==> src/rtl/mult_share_arb_pkg.sv <==
// Shared constants and FSM encoding for the shared shift-add multiplier arbiter.
package mult_arb_pkg;

  // Default sizing of the arbiter and datapath.
  localparam int DEF_N_REQ = 2;
  localparam int DEF_WIDTH = 6;

  // FSM encoding: one bit is enough for two states.
  localparam logic [0:0] ST_IDLE = 1'b0;
  localparam logic [0:0] ST_RUN  = 1'b1;

  // Index width that never collapses to zero bits (a single-entry range still needs one bit).
  function automatic int idx_w(input int n);
    return (n > 1) ? $clog2(n) : 1;
  endfunction

endpackage

==> src/rtl/shift_add_dp.sv <==
// Unsigned left-shift multiplier datapath. One partial product per step;
// the sequencer decides when to load and when to step.
import mult_arb_pkg::*;

module shift_add_dp #(
  parameter int WIDTH = DEF_WIDTH
) (
  input  logic                 clk,
  input  logic                 rst,
  input  logic                 load,
  input  logic                 step,
  input  logic [WIDTH-1:0]     a,
  input  logic [WIDTH-1:0]     b,
  // Accumulator value including the partial product of the current step,
  // so the sequencer can latch the final product on the last step edge.
  output logic [2*WIDTH-1:0]   acc,
  output logic                 last
);

  localparam int CW = idx_w(WIDTH);

  logic [WIDTH-1:0]   a_reg;
  logic [2*WIDTH-1:0] b_shift;
  logic [2*WIDTH-1:0] acc_q;
  logic [CW-1:0]      count;

  // Add the shifted multiplicand when the current multiplier bit is set.
  // Max product (2^W-1)^2 fits in 2W bits, so no carry-out is lost.
  always_comb begin
    acc = acc_q;
    if (a_reg[count]) begin
      acc = acc_q + b_shift;
    end
  end

  assign last = (count == CW'(WIDTH - 1));

  // Operand capture on load, one shift-add step per step pulse.
  always_ff @(posedge clk or posedge rst) begin
    if (rst) begin
      a_reg   <= '0;
      b_shift <= '0;
      acc_q   <= '0;
      count   <= '0;
    end else if (load) begin
      a_reg   <= a;
      b_shift <= {{WIDTH{1'b0}}, b};
      acc_q   <= '0;
      count   <= '0;
    end else if (step) begin
      acc_q   <= acc;
      b_shift <= b_shift << 1;
      count   <= count + CW'(1);
    end
  end

endmodule

==> src/rtl/mult_share_arb.sv <==
// Round-robin arbiter and sequencer sharing one shift-add multiplier
// between N_REQ requesters. Fixed latency: grant edge, WIDTH step edges,
// done pulse in the cycle after the last step.
//
// Handshake: a requester holds req high with stable operands until it sees
// its gnt bit (one-cycle pulse, operands captured on that edge) and must drop
// req during the gnt cycle; done is a one-cycle pulse to the owner with
// product valid, and product holds until the next done.
import mult_arb_pkg::*;

module mult_share_arb #(
  parameter int N_REQ = DEF_N_REQ,
  parameter int WIDTH = DEF_WIDTH
) (
  input  logic                         clk,
  input  logic                         rst,
  input  logic [N_REQ-1:0]             req,
  input  logic [N_REQ*WIDTH-1:0]       a_in,
  input  logic [N_REQ*WIDTH-1:0]       b_in,
  output logic [N_REQ-1:0]             gnt,
  output logic                         busy,
  output logic [idx_w(N_REQ)-1:0]      owner,
  output logic [N_REQ-1:0]             done,
  output logic [2*WIDTH-1:0]           product,
  output logic [0:0]                   dbg_state
);

  localparam int OW = idx_w(N_REQ);

  logic [0:0]         state;
  logic [OW-1:0]      ptr;
  logic [OW-1:0]      winner;
  logic               found;
  logic               load;
  logic               step;
  logic [WIDTH-1:0]   win_a;
  logic [WIDTH-1:0]   win_b;
  logic [2*WIDTH-1:0] dp_acc;
  logic               dp_last;
  int                 cand;

  assign dbg_state = state;

  // Round-robin pick: search from pointer + 1 with wrap-around.
  always_comb begin
    winner = '0;
    found  = 1'b0;
    cand   = 0;
    for (int i = 1; i <= N_REQ; i++) begin
      cand = int'(ptr) + i;
      if (cand >= N_REQ) begin
        cand = cand - N_REQ;
      end
      if (!found && req[cand[OW-1:0]]) begin
        found  = 1'b1;
        winner = cand[OW-1:0];
      end
    end
  end

  assign load  = (state == ST_IDLE) && found;
  assign step  = (state == ST_RUN);
  assign win_a = a_in[int'(winner)*WIDTH +: WIDTH];
  assign win_b = b_in[int'(winner)*WIDTH +: WIDTH];

  shift_add_dp #(.WIDTH(WIDTH)) u_dp (
    .clk  (clk),
    .rst  (rst),
    .load (load),
    .step (step),
    .a    (win_a),
    .b    (win_b),
    .acc  (dp_acc),
    .last (dp_last)
  );

  // Sequencer FSM with registered handshake outputs.
  always_ff @(posedge clk or posedge rst) begin
    if (rst) begin
      state   <= ST_IDLE;
      gnt     <= '0;
      done    <= '0;
      busy    <= 1'b0;
      product <= '0;
      owner   <= '0;
      // Pointing at the last requester makes requester 0 the first candidate.
      ptr     <= OW'(N_REQ - 1);
    end else begin
      gnt  <= '0;
      done <= '0;
      case (state)
        ST_IDLE: begin
          if (found) begin
            gnt   <= N_REQ'(1) << winner;
            owner <= winner;
            ptr   <= winner;
            busy  <= 1'b1;
            state <= ST_RUN;
          end
        end
        ST_RUN: begin
          if (dp_last) begin
            product <= dp_acc;
            done    <= N_REQ'(1) << owner;
            busy    <= 1'b0;
            state   <= ST_IDLE;
          end
        end
        default: state <= ST_IDLE;
      endcase
    end
  end

endmodule

==> config.mk <==
export PLATFORM = sky130hd
export DESIGN_NAME = mult_share_arb
export DESIGN_NICKNAME = d
export VERILOG_FILES = /design/src/rtl/mult_share_arb_pkg.sv /design/src/rtl/shift_add_dp.sv /design/src/rtl/mult_share_arb.sv
export SDC_FILE = /design/constraint.sdc
export NUM_CORES = 1
export LEC_CHECK = 0
export BUFFER_PORTS_ARGS = -buffer_cell sky130_fd_sc_hd__buf_2
export CAP_MARGIN = 10
export CORE_UTILIZATION = 50
export DETAILED_ROUTE_END_ITERATION = 8
export PLACE_DENSITY = 0.86
export SETUP_SLACK_MARGIN = 0.2
export SLEW_MARGIN = 10
export SYNTH_ARGS = -nofsm -noshare
export SYNTH_HDL_FRONTEND = slang
export SYNTH_SLANG_ARGS = --single-unit
export TNS_END_PERCENT = 50
==> constraint.sdc <==
create_clock -name clk -period 1.9 [get_ports clk]
set_clock_uncertainty 0.05 [all_clocks]
set_input_delay 0.19 -clock clk [delete_from_list [all_inputs] [get_ports clk]]
set_output_delay 0.19 -clock clk [all_outputs]
set_load 0.02 [all_outputs]
==> results of run 1 <==
==> layout make-up <==
type                       count  area [um2]
fill                         386        1550
multi-input combinational    197        1430
inverter                       9        33.8
clock inverter                 1        7.51
clock buffer                   6        82.6
timing repair buffer          92         649
sequential                    53        1330
tap                           70        87.6
==> cells by family (layout without fill, tap and decap cells) <==
| family | count (synthesis) | count (layout) | synth area share [%] |
|---|---|---|---|
| XOR/XNOR | 8 | 8 | 2.58 |
| adder cells (fa/ha/maj) | 14 | 14 | 6.73 |
| buffers and inverters | 21 | 108 | 3.09 |
| multiplexers | 19 | 19 | 8.07 |
| AO/OA/AOI/OAI | 86 | 86 | 19.5 |
| flip-flops | 53 | 53 | 48.9 |
| AND/OR/NAND/NOR | 70 | 70 | 11.1 |
==> timing repair <==
item / 4_1_cts / 5_1_grt
setup endpoints to repair: 24 / 24
hold buffers: 1 / 0
gates resized for setup: 13 / 5
endpoints found under the hold margin: 18 / 0
buffers inserted: 1 / 5
cloned: 0 / 1
pin swaps: 14 / 10
==> power by group through the flow <==
| stage | clock (W) | combinational, W | sequential [W] |
|---|---|---|---|
| 3_5_place_dp | 0 | 0.00299 | 0.00193 |
| 2_1_floorplan | 0 | 0.00182 | 0.00203 |
| 6_report | 0.000638 | 0.00341 | 0.00191 |
| 3_3_place_gp | 0 | 0.00289 | 0.00190 |
| 5_1_grt | 0.000702 | 0.00374 | 0.00197 |
| 4_1_cts | 0.000656 | 0.00310 | 0.00191 |
==> through the flow <==
stage	setup WS (ps)	utilization (%)	hold WS [ps]	TNS, ps	total power, W
6_report	-270	70.0	125	-1720	0.00596
5_1_grt	-398	70.0	145	-3100	0.00642
4_1_cts	-146	67.9	125	-1050	0.00567
3_5_place_dp	-173	65.1	165	-1260	0.00492
3_3_place_gp	-85.2	65.1	154	-526	0.00478
2_1_floorplan	-36.4	-	336	-137	0.00385
==> placed cells by master, fill, tap and decap left out, types with 8 or more instances in the layout <==
| cell type | Yosys | final |
|---|---|---|
| sky130_fd_sc_hd__a21oi_1 | 15 | 12 |
| sky130_fd_sc_hd__dfrtp_1 | 52 | 52 |
| sky130_fd_sc_hd__o21ai_1 | 7 | 14 |
| sky130_fd_sc_hd__a22o_1 | 10 | 10 |
| sky130_fd_sc_hd__buf_2 | 4 | 46 |
| sky130_fd_sc_hd__o21ai_0 | 29 | 19 |
| sky130_fd_sc_hd__mux2i_1 | 16 | 16 |
| sky130_fd_sc_hd__buf_4 | 0 | 39 |
| sky130_fd_sc_hd__nand2_1 | 32 | 31 |
| sky130_fd_sc_hd__nor2_1 | 19 | 19 |
| sky130_fd_sc_hd__ha_1 | 13 | 8 |
==> worst max path at each step <==
stage                         start  slack (ps)          to  cells after the start
floorplan             u_dp.acc_q[0]         -40  product[8]                     10
global placement      u_dp.acc_q[0]         -90  product[8]                     10
detailed placement    u_dp.acc_q[0]        -170  product[6]                     10
CTS                   u_dp.acc_q[0]        -150  product[6]                     10
global route        u_dp.b_shift[0]        -400  product[8]                     10
finish              u_dp.b_shift[0]        -270  product[8]                     10
==> critical path, stage by stage (launching register included) <==
cell and delay (ps):
sky130_fd_sc_hd__dfrtp_1 390, sky130_fd_sc_hd__ha_2 200, sky130_fd_sc_hd__inv_2 60, sky130_fd_sc_hd__fa_2 210
sky130_fd_sc_hd__nor2b_2 50, sky130_fd_sc_hd__o31a_1 310, sky130_fd_sc_hd__nor2_1 130, sky130_fd_sc_hd__o21ai_2 110
sky130_fd_sc_hd__a21oi_2 210, sky130_fd_sc_hd__mux2i_1 260, sky130_fd_sc_hd__nand2_1 70
==> routing by layer <==
metal,track usage [%],up-vias
li1,-,1137
met1,30.2,1076
met2,37.6,68
met3,4.89,10
met4,5.97,0
met5,0,-
==> cells in the mapped netlist (all sizes together) <==
cell type,count,area share [%]
clkbuf,8,1.1
o211ai,1,0.28
or2,1,0.23
a21boi,1,0.28
o22ai,1,0.23
o31a,1,0.32
ha,13,6.0
a22o,10,3.2
nor3,6,1.1
and3,5,1.2
o21a,3,0.83
nor2b,2,0.46
buf,4,0.74
a211oi,3,0.83
a32o,1,0.37
o21bai,1,0.28
xor2,6,1.9
a21oi,15,2.8
mux4,1,0.83
a21o,6,1.7
dfstp,1,0.97
nand2,32,4.4
inv,9,1.2
and2,3,0.69
a31oi,2,0.46
fa,1,0.74
mux2i,18,7.2
a22oi,5,1.4
nor2,19,2.6
xnor2,2,0.65
nand3,2,0.37
o21ai,36,6.6
dfrtp,52,48
==> metrics.txt, run 1 <==
# TYPE chip_impl_metric gauge
chip_impl_metric{name="grt_pass1_wl",unit="um"} 9630
chip_impl_info{name="reg.largest.list",value="product (12), u_dp.acc_q (12), u_dp.b_shift (12)"} 1
chip_impl_info{name="timing.hold.worst.class",value="in2reg"} 1
chip_impl_metric{name="route.layer.met1.wl",unit="um"} 2810
chip_impl_metric{name="clock_sinks",unit=""} 53
chip_impl_metric{name="insertedDiodeCount",unit=""} 0
chip_impl_info{name="failed_checks",value="setup timing"} 1
chip_impl_metric{name="vias",unit=""} 2291
chip_impl_info{name="cts_tree",value="built"} 1
chip_impl_metric{name="globalRoute.totalOverflow",unit=""} 0
chip_impl_info{name="hold_end",value="u_dp.a_reg[4]"} 1
chip_impl_metric{name="antenna_found_initial",unit=""} 0
chip_impl_metric{name="relSlewSlack",unit="%"} 71.3
chip_impl_info{name="highest-signal-layer",value="met4"} 1
chip_impl_metric{name="die_boundary_width",unit="um"} 75.7
chip_impl_metric{name="worst_ir_drop_vdd",unit="uV"} 824
chip_impl_metric{name="total_switching_power",unit="W"} 0.00243
chip_impl_metric{name="post-place-cells",unit=""} 413
chip_impl_metric{name="drive_above_1_share",unit="%"} 35.5
chip_impl_metric{name="hold_violations",unit=""} 0
chip_impl_metric{name="fin_ws",unit="ps"} -270
chip_impl_metric{name="critPathMaxFanout",unit=""} 3
chip_impl_metric{name="die_outline_area",unit="um2"} 5730
chip_impl_metric{name="num_io_pins",unit=""} 47
chip_impl_metric{name="avg_vias_per_cell",unit=""} 5.35
chip_impl_metric{name="port_buffers",unit=""} 46
chip_impl_metric{name="power.density",unit="nW/um2"} 1650
chip_impl_metric{name="routed_wire_length_per_instance",unit="um"} 14.3
chip_impl_metric{name="min_delay_path_depth",unit=""} 3
chip_impl_metric{name="seqPwrFrac",unit="%"} 32.1
chip_impl_metric{name="dpl_cell_area",unit="um2"} 3370
chip_impl_metric{name="finalWorstPathRequiredPeriod",unit="ps"} 2170
chip_impl_metric{name="combPwrFrac",unit="%"} 57.2
chip_impl_metric{name="die_y",unit="um"} 75.7
chip_impl_metric{name="yosys_register_bits",unit=""} 53
chip_impl_metric{name="grt_pass1_vias",unit=""} 2106
chip_impl_metric{name="critical_path_arrival",unit="ps"} 2310
chip_impl_metric{name="fin_nets",unit=""} 400
chip_impl_info{name="r2r_start",value="u_dp.b_shift[0]"} 1
chip_impl_info{name="path_type_of_the_worst_setup_path",value="reg2reg"} 1
chip_impl_metric{name="grt_max_degree",unit=""} 36
chip_impl_metric{name="mean_area_per_synthesized_cell",unit="um2"} 10.0
chip_impl_metric{name="ys_warn_count",unit=""} 0
chip_impl_metric{name="wl_met2",unit="um"} 2990
chip_impl_metric{name="fin_area",unit="um2"} 3620
chip_impl_metric{name="worstSkewPairLatency",unit="ps"} 300
chip_impl_info{name="cp-end-kind",value="flop"} 1
chip_impl_metric{name="clk_transition_reported_paths",unit="ps"} 90
chip_impl_metric{name="syn_area",unit="um2"} 2710
chip_impl_metric{name="critPathRequiredTime",unit="ps"} 2040
chip_impl_metric{name="gp_congestion",unit=""} 0.954
chip_impl_metric{name="detailroute.wirelength.met3",unit="um"} 246
chip_impl_metric{name="core",unit="um2"} 5170
chip_impl_metric{name="synth_fp_nets",unit=""} 313
chip_impl_metric{name="yosysSeqAreaShare",unit="%"} 48.9
chip_impl_metric{name="fmax",unit="MHz"} 461
chip_impl_metric{name="dp.final_hpwl",unit="um"} 4470
chip_impl_metric{name="synth.distinct_cells",unit=""} 36
chip_impl_info{name="outcome",value="complete, but fails checks"} 1
chip_impl_metric{name="max_slew_violation_count",unit=""} 0
chip_impl_metric{name="initial_core_utilization",unit="%"} 52.5
chip_impl_metric{name="cts_buffer_depth",unit=""} 2
chip_impl_metric{name="ant_nets",unit=""} 0
chip_impl_metric{name="setup_violations",unit=""} 13
chip_impl_metric{name="final.period_utilization",unit="%"} 114
chip_impl_metric{name="ctsHtreeMaxLevel",unit=""} 2
chip_impl_info{name="clock_tree.root_cell",value="sky130_fd_sc_hd__clkbuf_8"} 1
chip_impl_metric{name="tightest_slew",unit="ps"} 427
chip_impl_metric{name="wirelength",unit="um"} 6130
chip_impl_metric{name="globalRouteTotalUtil",unit="%"} 22.6
chip_impl_metric{name="power.leakage",unit="nW"} 1.81
chip_impl_metric{name="cts_buffers",unit=""} 5
chip_impl_metric{name="power.clock.fraction",unit="%"} 10.7
chip_impl_metric{name="drv_cap",unit=""} 0
chip_impl_metric{name="power.switching_fraction",unit="%"} 40.8
chip_impl_metric{name="drt_first_pass_iters",unit=""} 4
chip_impl_metric{name="non_filler_instance_count_after_layout",unit=""} 428
chip_impl_metric{name="worstRegToRegCells",unit=""} 10
chip_impl_metric{name="area_delta_synth_final",unit="%"} 33.4
chip_impl_info{name="hold_path.startpoint",value="a_in[4]"} 1
chip_impl_info{name="cp-start-kind",value="flop"} 1
chip_impl_metric{name="internal-power",unit="W"} 0.00353
chip_impl_info{name="unrepaired_setup_endpoints_after_global_routing",value="true"} 1
chip_impl_metric{name="drt_drc_violations_left",unit=""} 0
chip_impl_metric{name="placementRows",unit=""} 26
chip_impl_metric{name="reg2reg_setup_slack",unit="ps"} -270
chip_impl_info{name="reg2reg_to",value="product[8]"} 1
chip_impl_metric{name="initialDrtViolationCount",unit=""} 120
chip_impl_metric{name="synth_cells",unit=""} 271
No activity file was read; power rests on OpenSTA's default activity.
==> inputs of run 2 (changes only) <==
- CORE_UTILIZATION: 50 -> 60
- PLACE_DENSITY: 0.86 -> 0.95
- clock period: 1.9 -> 2.8 ns (I/O delays scaled with it)
==> run 2 against run 1 <==
- the flow now finishes without violations
- die area fell by 16%
- utilization rose by 0.89 points
- clock power fell by 36%
- non-clock buffer count fell by 40
- sequential share of layout area rose by 6.3 points
- critical path depth did not move
- routed wire length fell by 13%
==> metrics.txt, run 2 (synthesized netlist as in run 1, its figures left out) <==
# TYPE chip_impl_metric gauge
chip_impl_info{name="reg.largest.list",value="product (12), u_dp.acc_q (12), u_dp.b_shift (12)"} 1
chip_impl_metric{name="power.leakage",unit="nW"} 1.58
chip_impl_metric{name="fin_nets",unit=""} 360
chip_impl_metric{name="die_boundary_width",unit="um"} 69.3
chip_impl_metric{name="setup_violations",unit=""} 0
chip_impl_info{name="reg2reg_to",value="u_dp.acc_q[10]"} 1
chip_impl_info{name="path_type_of_the_worst_setup_path",value="reg2reg"} 1
chip_impl_metric{name="insertedDiodeCount",unit=""} 0
chip_impl_info{name="cp-start-kind",value="flop"} 1
chip_impl_metric{name="finalPower",unit="W"} 0.00334
chip_impl_metric{name="grt_pass1_vias",unit=""} 1990
chip_impl_metric{name="initial_core_utilization",unit="%"} 62.3
chip_impl_metric{name="relSlewSlack",unit="%"} 28.9
chip_impl_metric{name="wirelength",unit="um"} 5360
chip_impl_metric{name="max_slew_violation_count",unit=""} 0
chip_impl_metric{name="power.density",unit="nW/um2"} 1080
chip_impl_metric{name="globalRoute.totalOverflow",unit=""} 0
chip_impl_metric{name="holdBufCountCts",unit=""} 0
chip_impl_metric{name="nFillCells",unit=""} 316
chip_impl_metric{name="finalWorstPathRequiredPeriod",unit="ps"} 2330
chip_impl_metric{name="core",unit="um2"} 4350
chip_impl_metric{name="drt_drc_violations_left",unit=""} 0
chip_impl_metric{name="dp.final_hpwl",unit="um"} 4090
chip_impl_metric{name="vias",unit=""} 2114
chip_impl_metric{name="finalHoldWorstSlack",unit="ps"} 185
chip_impl_metric{name="grt_pass1_wl",unit="um"} 8980
chip_impl_metric{name="routed_wire_length_per_instance",unit="um"} 14.4
chip_impl_metric{name="worstSkewPairLatency",unit="ps"} 300
chip_impl_metric{name="seq_area",unit="um2"} 1330
chip_impl_metric{name="worst_ir_drop_vdd",unit="uV"} 628
chip_impl_info{name="cp-end-kind",value="flop"} 1
chip_impl_metric{name="fin_ws",unit="ps"} 467
chip_impl_metric{name="fmax",unit="MHz"} 429
chip_impl_metric{name="gp_congestion",unit=""} 0.883
chip_impl_metric{name="antenna_found_initial",unit=""} 0
chip_impl_metric{name="placementRows",unit=""} 24
chip_impl_info{name="r2r_start",value="u_dp.b_shift[0]"} 1
chip_impl_metric{name="avg_vias_per_cell",unit=""} 5.70
chip_impl_metric{name="initialDrtViolationCount",unit=""} 174
chip_impl_metric{name="critical_path_arrival",unit="ps"} 2500
chip_impl_info{name="timing.hold.worst.class",value="in2async"} 1
chip_impl_info{name="layout_commonest_cell",value="sky130_fd_sc_hd__dfrtp_1"} 1
chip_impl_metric{name="worstRegToRegCells",unit=""} 10
chip_impl_metric{name="die_outline_area",unit="um2"} 4800
chip_impl_info{name="final_cell_mix",value="sky130_fd_sc_hd__dfrtp_1 (52), sky130_fd_sc_hd__buf_2 (46), sky130_fd_sc_hd__nand2_1 (32), sky130_fd_sc_hd__o21ai_0 (28), sky130_fd_sc_hd__nor2_1 (19)"} 1
chip_impl_metric{name="hold_violations",unit=""} 0
chip_impl_info{name="cts_tree",value="built"} 1
chip_impl_metric{name="reg2reg_setup_slack",unit="ps"} 470
chip_impl_metric{name="total_neg_setup_slack",unit="ps"} 0
chip_impl_metric{name="drive_above_1_share",unit="%"} 20.4
chip_impl_metric{name="area_delta_synth_final",unit="%"} 13.7
chip_impl_metric{name="post_cts.repair.setup_buffers",unit=""} 0
chip_impl_metric{name="ctsHtreeMaxLevel",unit=""} 2
chip_impl_metric{name="die_y",unit="um"} 69.3
chip_impl_metric{name="tightest_slew",unit="ps"} 1070
chip_impl_metric{name="clk_transition_reported_paths",unit="ps"} 90
chip_impl_metric{name="ant_nets",unit=""} 0
chip_impl_metric{name="globalRouteTotalUtil",unit="%"} 23.7
chip_impl_metric{name="drt_first_pass_iters",unit=""} 4
chip_impl_metric{name="cts_buffer_depth",unit=""} 2
chip_impl_metric{name="final.period_utilization",unit="%"} 83.3
chip_impl_metric{name="multi_input_comb_area",unit="um2"} 1300
chip_impl_metric{name="num_io_pins",unit=""} 47
chip_impl_metric{name="critPathMaxFanout",unit=""} 3
chip_impl_metric{name="grt_max_degree",unit=""} 54
chip_impl_metric{name="cts_resized",unit=""} 0
chip_impl_metric{name="critPathRequiredTime",unit="ps"} 2970
chip_impl_info{name="outcome",value="finished, final reports clean"} 1
chip_impl_metric{name="final_core_util",unit="%"} 70.9
chip_impl_metric{name="drv_cap",unit=""} 0
chip_impl_info{name="clock_tree.root_cell",value="sky130_fd_sc_hd__clkbuf_8"} 1
chip_impl_metric{name="place_ws",unit="ps"} 525
chip_impl_info{name="unrepaired_setup_endpoints_after_global_routing",value="false"} 1
chip_impl_metric{name="clock_sinks",unit=""} 53
chip_impl_metric{name="cts_buffers",unit=""} 5
chip_impl_metric{name="port_buffers",unit=""} 46
==> run 2: cell count changes in the layout (fill, tap and decap cells not counted), moves of 5 or more <==
cell | previous run | this run
sky130_fd_sc_hd__buf_4 | 39 | 6
sky130_fd_sc_hd__ha_1 | 8 | 13
sky130_fd_sc_hd__o21ai_0 | 19 | 28
sky130_fd_sc_hd__o21ai_1 | 14 | 8
==> run 2: layout make-up <==
| cell class | instances | share of cell area, % |
|---|---|---|
| Sequential cell | 53 | 43.0 |
| Multi-Input combinational cell | 197 | 42.2 |
| Timing Repair Buffer | 52 | 8.92 |
| Clock buffer | 6 | 2.35 |
| Tap cell | 52 | 2.11 |
| Inverter | 9 | 1.09 |
| Clock inverter | 2 | 0.324 |
==> run 2: power breakdown <==
group	switching, W	internal [W]	leakage, nW
clock	0.000235	0.000174	0.0450
sequential	0.000223	0.00107	0.690
combinational	0.000991	0.000649	0.844
==> run 2: worst max-delay path by stage <==
stage,depth (start not counted),startpoint,end,slack [ps]
after CTS,10,u_dp.acc_q[0],u_dp.acc_q[10],500
after global routing,10,u_dp.acc_q[0],u_dp.acc_q[10],320
final,10,u_dp.b_shift[0],u_dp.acc_q[10],470
after detailed placement,10,u_dp.acc_q[0],u_dp.acc_q[10],530
after global placement,10,u_dp.acc_q[0],u_dp.acc_q[10],600
after floorplan,10,u_dp.acc_q[0],product[10],810
==> run 2: worst max-delay path, stage by stage (launching register included) <==
cell and delay (ps):
sky130_fd_sc_hd__dfrtp_1 390, sky130_fd_sc_hd__ha_1 200, sky130_fd_sc_hd__inv_1 70, sky130_fd_sc_hd__fa_1 420
sky130_fd_sc_hd__nor2b_1 170, sky130_fd_sc_hd__o31a_1 190, sky130_fd_sc_hd__nor2_1 50, sky130_fd_sc_hd__o21ai_1 180
sky130_fd_sc_hd__a31oi_1 190, sky130_fd_sc_hd__xor2_1 180, sky130_fd_sc_hd__o21ai_0 170
==> run 2: metal layers <==
metal	vias up	global-route usage [%]	routed length, um
li1	1056	-	-
met3	8	4.07	226
met5	-	0	0
met1	981	32.0	2540
met4	0	10.2	94
met2	69	38.0	2500
==> run 2: per-stage QoR <==
| stage | cell area (um2) | cells |
|---|---|---|
| after global placement | 3000 | 363 |
| after detailed placement | 3000 | 363 |
| final | 3090 | 371 |
| after global routing | 3090 | 371 |
| after CTS | 3090 | 371 |
| after floorplan | 2710 | 271 |
==> inputs of run 3 (changes only) <==
- CORE_UTILIZATION: 60 -> 50
- PLACE_DENSITY: 0.95 -> 0.86
- clock period: 2.8 -> 2.1 ns (I/O delays scaled with it)
==> run 3 against run 2 <==
- clock power is 47% higher
- critical path type unchanged
- utilization is 3.9 points lower
- first-iteration DRC count is 3.4% higher
- the run now ends with setup timing left
- worst setup slack worse by 530 ps
- largest cell class is now multi-input combinational cells
==> metrics.txt, run 3 (synthesized netlist as in run 1, its figures left out) <==
# TYPE chip_impl_metric gauge
chip_impl_metric{name="clk_transition_reported_paths",unit="ps"} 90
chip_impl_metric{name="dp.final_hpwl",unit="um"} 4210
chip_impl_metric{name="drt_first_pass_iters",unit=""} 5
chip_impl_metric{name="globalRouteTotalUtil",unit="%"} 22.9
chip_impl_metric{name="grt_pass1_wl",unit="um"} 9800
chip_impl_metric{name="avg_vias_per_cell",unit=""} 5.60
chip_impl_metric{name="area_delta_synth_final",unit="%"} 27.8
chip_impl_metric{name="min_delay_path_depth",unit=""} 3
chip_impl_info{name="path_common_cell",value="sky130_fd_sc_hd__o21a_1"} 1
chip_impl_metric{name="max_slew_violation_count",unit=""} 0
chip_impl_metric{name="reg2reg_setup_slack",unit="ps"} -70
chip_impl_metric{name="insertedDiodeCount",unit=""} 0
chip_impl_metric{name="globalRoute.totalOverflow",unit=""} 0
chip_impl_metric{name="initial_core_utilization",unit="%"} 52.5
chip_impl_info{name="cp_cell_sequence",value="ha_4 -> inv_2 -> fa_2 -> nor2b_2 -> o31a_1 -> o21a_1 -> o21a_1 -> nor3_2 -> a21oi_2 -> o21ai_1"} 1
chip_impl_metric{name="finalHoldWorstSlack",unit="ps"} 136
chip_impl_info{name="unrepaired_setup_endpoints_after_global_routing",value="true"} 1
chip_impl_metric{name="antenna_found_initial",unit=""} 0
chip_impl_info{name="failed_checks",value="setup timing"} 1
chip_impl_metric{name="post-place-cells",unit=""} 384
chip_impl_metric{name="die_boundary_width",unit="um"} 75.7
chip_impl_info{name="cts_tree",value="built"} 1
chip_impl_metric{name="ant_nets",unit=""} 0
chip_impl_metric{name="core",unit="um2"} 5170
chip_impl_metric{name="port_buffers",unit=""} 46
chip_impl_metric{name="critPathMaxFanout",unit=""} 3
chip_impl_metric{name="critical_path_arrival",unit="ps"} 2350
chip_impl_info{name="outcome",value="complete, but fails checks"} 1
chip_impl_metric{name="power.density",unit="nW/um2"} 1450
chip_impl_metric{name="vias",unit=""} 2272
chip_impl_metric{name="fin_area",unit="um2"} 3470
chip_impl_info{name="reg.largest.list",value="product (12), u_dp.acc_q (12), u_dp.b_shift (12)"} 1
chip_impl_metric{name="drv_cap",unit=""} 0
chip_impl_metric{name="gp_congestion",unit=""} 0.928
chip_impl_metric{name="die_y",unit="um"} 75.7
chip_impl_metric{name="grt_max_degree",unit=""} 30
chip_impl_metric{name="placementRows",unit=""} 26
chip_impl_metric{name="tightest_slew",unit="ps"} 543
chip_impl_metric{name="worstRegToRegCells",unit=""} 10
chip_impl_metric{name="wirelength",unit="um"} 6610
chip_impl_metric{name="fin_nets",unit=""} 377
chip_impl_metric{name="multi_input_comb_area",unit="um2"} 1480
chip_impl_metric{name="power.leakage",unit="nW"} 1.69
chip_impl_metric{name="grt_pass1_vias",unit=""} 2078
chip_impl_metric{name="dpl_cell_area",unit="um2"} 3090
chip_impl_info{name="worst_path_max_delay_cell",value="sky130_fd_sc_hd__dfrtp_1"} 1
chip_impl_info{name="timing.hold.worst.class",value="in2reg"} 1
chip_impl_metric{name="fmax",unit="MHz"} 462
chip_impl_metric{name="die_outline_area",unit="um2"} 5730
chip_impl_metric{name="num_io_pins",unit=""} 47
chip_impl_info{name="r2r_start",value="u_dp.b_shift[0]"} 1
chip_impl_info{name="final_cell_mix",value="sky130_fd_sc_hd__dfrtp_1 (49), sky130_fd_sc_hd__buf_2 (46), sky130_fd_sc_hd__nand2_1 (31), sky130_fd_sc_hd__o21ai_0 (20), sky130_fd_sc_hd__nor2_1 (18)"} 1
chip_impl_info{name="layout_commonest_cell",value="sky130_fd_sc_hd__dfrtp_1"} 1
chip_impl_metric{name="critPathRequiredTime",unit="ps"} 2290
chip_impl_metric{name="non_filler_instance_count_after_layout",unit=""} 406
chip_impl_info{name="reg2reg_to",value="product[6]"} 1
chip_impl_metric{name="initialDrtViolationCount",unit=""} 180
chip_impl_info{name="cp-start-kind",value="flop"} 1
chip_impl_info{name="hold_end",value="u_dp.b_shift[2]"} 1
chip_impl_metric{name="finalWorstPathRequiredPeriod",unit="ps"} 2170
chip_impl_metric{name="seq_area",unit="um2"} 1330
chip_impl_metric{name="relSlewSlack",unit="%"} 63.8
chip_impl_metric{name="routed_wire_length_per_instance",unit="um"} 16.3
chip_impl_metric{name="worstSkewPairLatency",unit="ps"} 310
chip_impl_info{name="path_type_of_the_worst_setup_path",value="reg2reg"} 1
chip_impl_metric{name="critical_path.max_stage_delay",unit="ps"} 420
chip_impl_metric{name="final.period_utilization",unit="%"} 103
chip_impl_metric{name="place_ws",unit="ps"} -156
chip_impl_metric{name="cts_buffers",unit=""} 5
chip_impl_metric{name="cts_buffer_depth",unit=""} 2
chip_impl_metric{name="worst_ir_drop_vdd",unit="uV"} 752
chip_impl_metric{name="clock_sinks",unit=""} 53
chip_impl_metric{name="drive_above_1_share",unit="%"} 33.6
chip_impl_info{name="hold_path.startpoint",value="b_in[2]"} 1
chip_impl_metric{name="hold_violations",unit=""} 0
chip_impl_info{name="cp-end-kind",value="flop"} 1
chip_impl_info{name="clock_tree.root_cell",value="sky130_fd_sc_hd__clkbuf_8"} 1
chip_impl_metric{name="drt_drc_violations_left",unit=""} 0
chip_impl_metric{name="nFillCells",unit=""} 384
chip_impl_metric{name="fin_ws",unit="ps"} -65.8
chip_impl_metric{name="setup_violations",unit=""} 7
chip_impl_metric{name="ctsHtreeMaxLevel",unit=""} 2
-- run 3: cell count changes in the layout (fill, tap and decap cells not counted), sizes merged --
cell,previous run,this run
buf,52,68
dlygate4sd3,0,1
-- run 3: worst max-delay path by stage --
stage / from / endpoint / slack (ps) / cells past startpoint
floorplan: u_dp.acc_q[0] / product[8] / 160 / 10
global placement: u_dp.acc_q[0] / product[8] / 50 / 10
detailed placement: u_dp.b_shift[0] / product[6] / -160 / 10
CTS: u_dp.b_shift[0] / product[10] / -50 / 10
global route: u_dp.b_shift[0] / product[6] / -170 / 10
finish: u_dp.b_shift[0] / product[6] / -70 / 10
-- run 3: through the flow --
stage / util [%] / total power (W) / setup TNS, ps
floorplan: - / 0.00335 / 0
global placement: 59.8 / 0.00387 / 0
detailed placement: 59.8 / 0.00399 / -451
CTS: 64.9 / 0.00482 / -201
global route: 67.0 / 0.00539 / -1150
finish: 67.0 / 0.00504 / -204
-- run 3: what timing repair did --
item | CTS | global route
endpoints found under the hold margin | 24 | 0
pin swaps | 17 | 14
setup endpoints to repair | 24 | 23
hold buffers | 1 | 0
gates resized for setup | 19 | 20
buffers inserted | 8 | 5
-- run 3: cell type report --
| class | count | area share (%) |
|---|---|---|
| clock inverters | 2 | 0.397 |
| inverters | 9 | 0.974 |
| repair buffers | 69 | 12.6 |
| well taps | 70 | 2.53 |
| multi-input cells | 197 | 42.7 |
| flip-flops and latches | 53 | 38.4 |
| clock buffers | 6 | 2.38 |
-- run 3: layer usage --
metal	GRT usage (%)	share of wire, %	up-vias
met1	30.4	42	1063
met5	0	0	-
met2	38.0	49	103
met3	4.23	6.3	19
met4	7.41	2.3	0
li1	-	-	1087
-- run 3: worst max-delay path: cells and delay by family (launching register included) --
family / cells / cell delay, ps
AO/OA/AOI/OAI: 5 / 910
adder cells (fa/ha/maj): 2 / 390
buffers and inverters: 1 / 50
flip-flops: 1 / 420
AND/OR/NAND/NOR: 2 / 290
-- run 3: where the power goes --
group	switching (W)	leakage, nW	internal (W)	total, W
logic	0.00154	0.951	0.00112	0.00267
registers	0.000353	0.686	0.00142	0.00178
clock network	0.000330	0.0512	0.000268	0.000598
total	0.00223	1.69	0.00281	0.00504
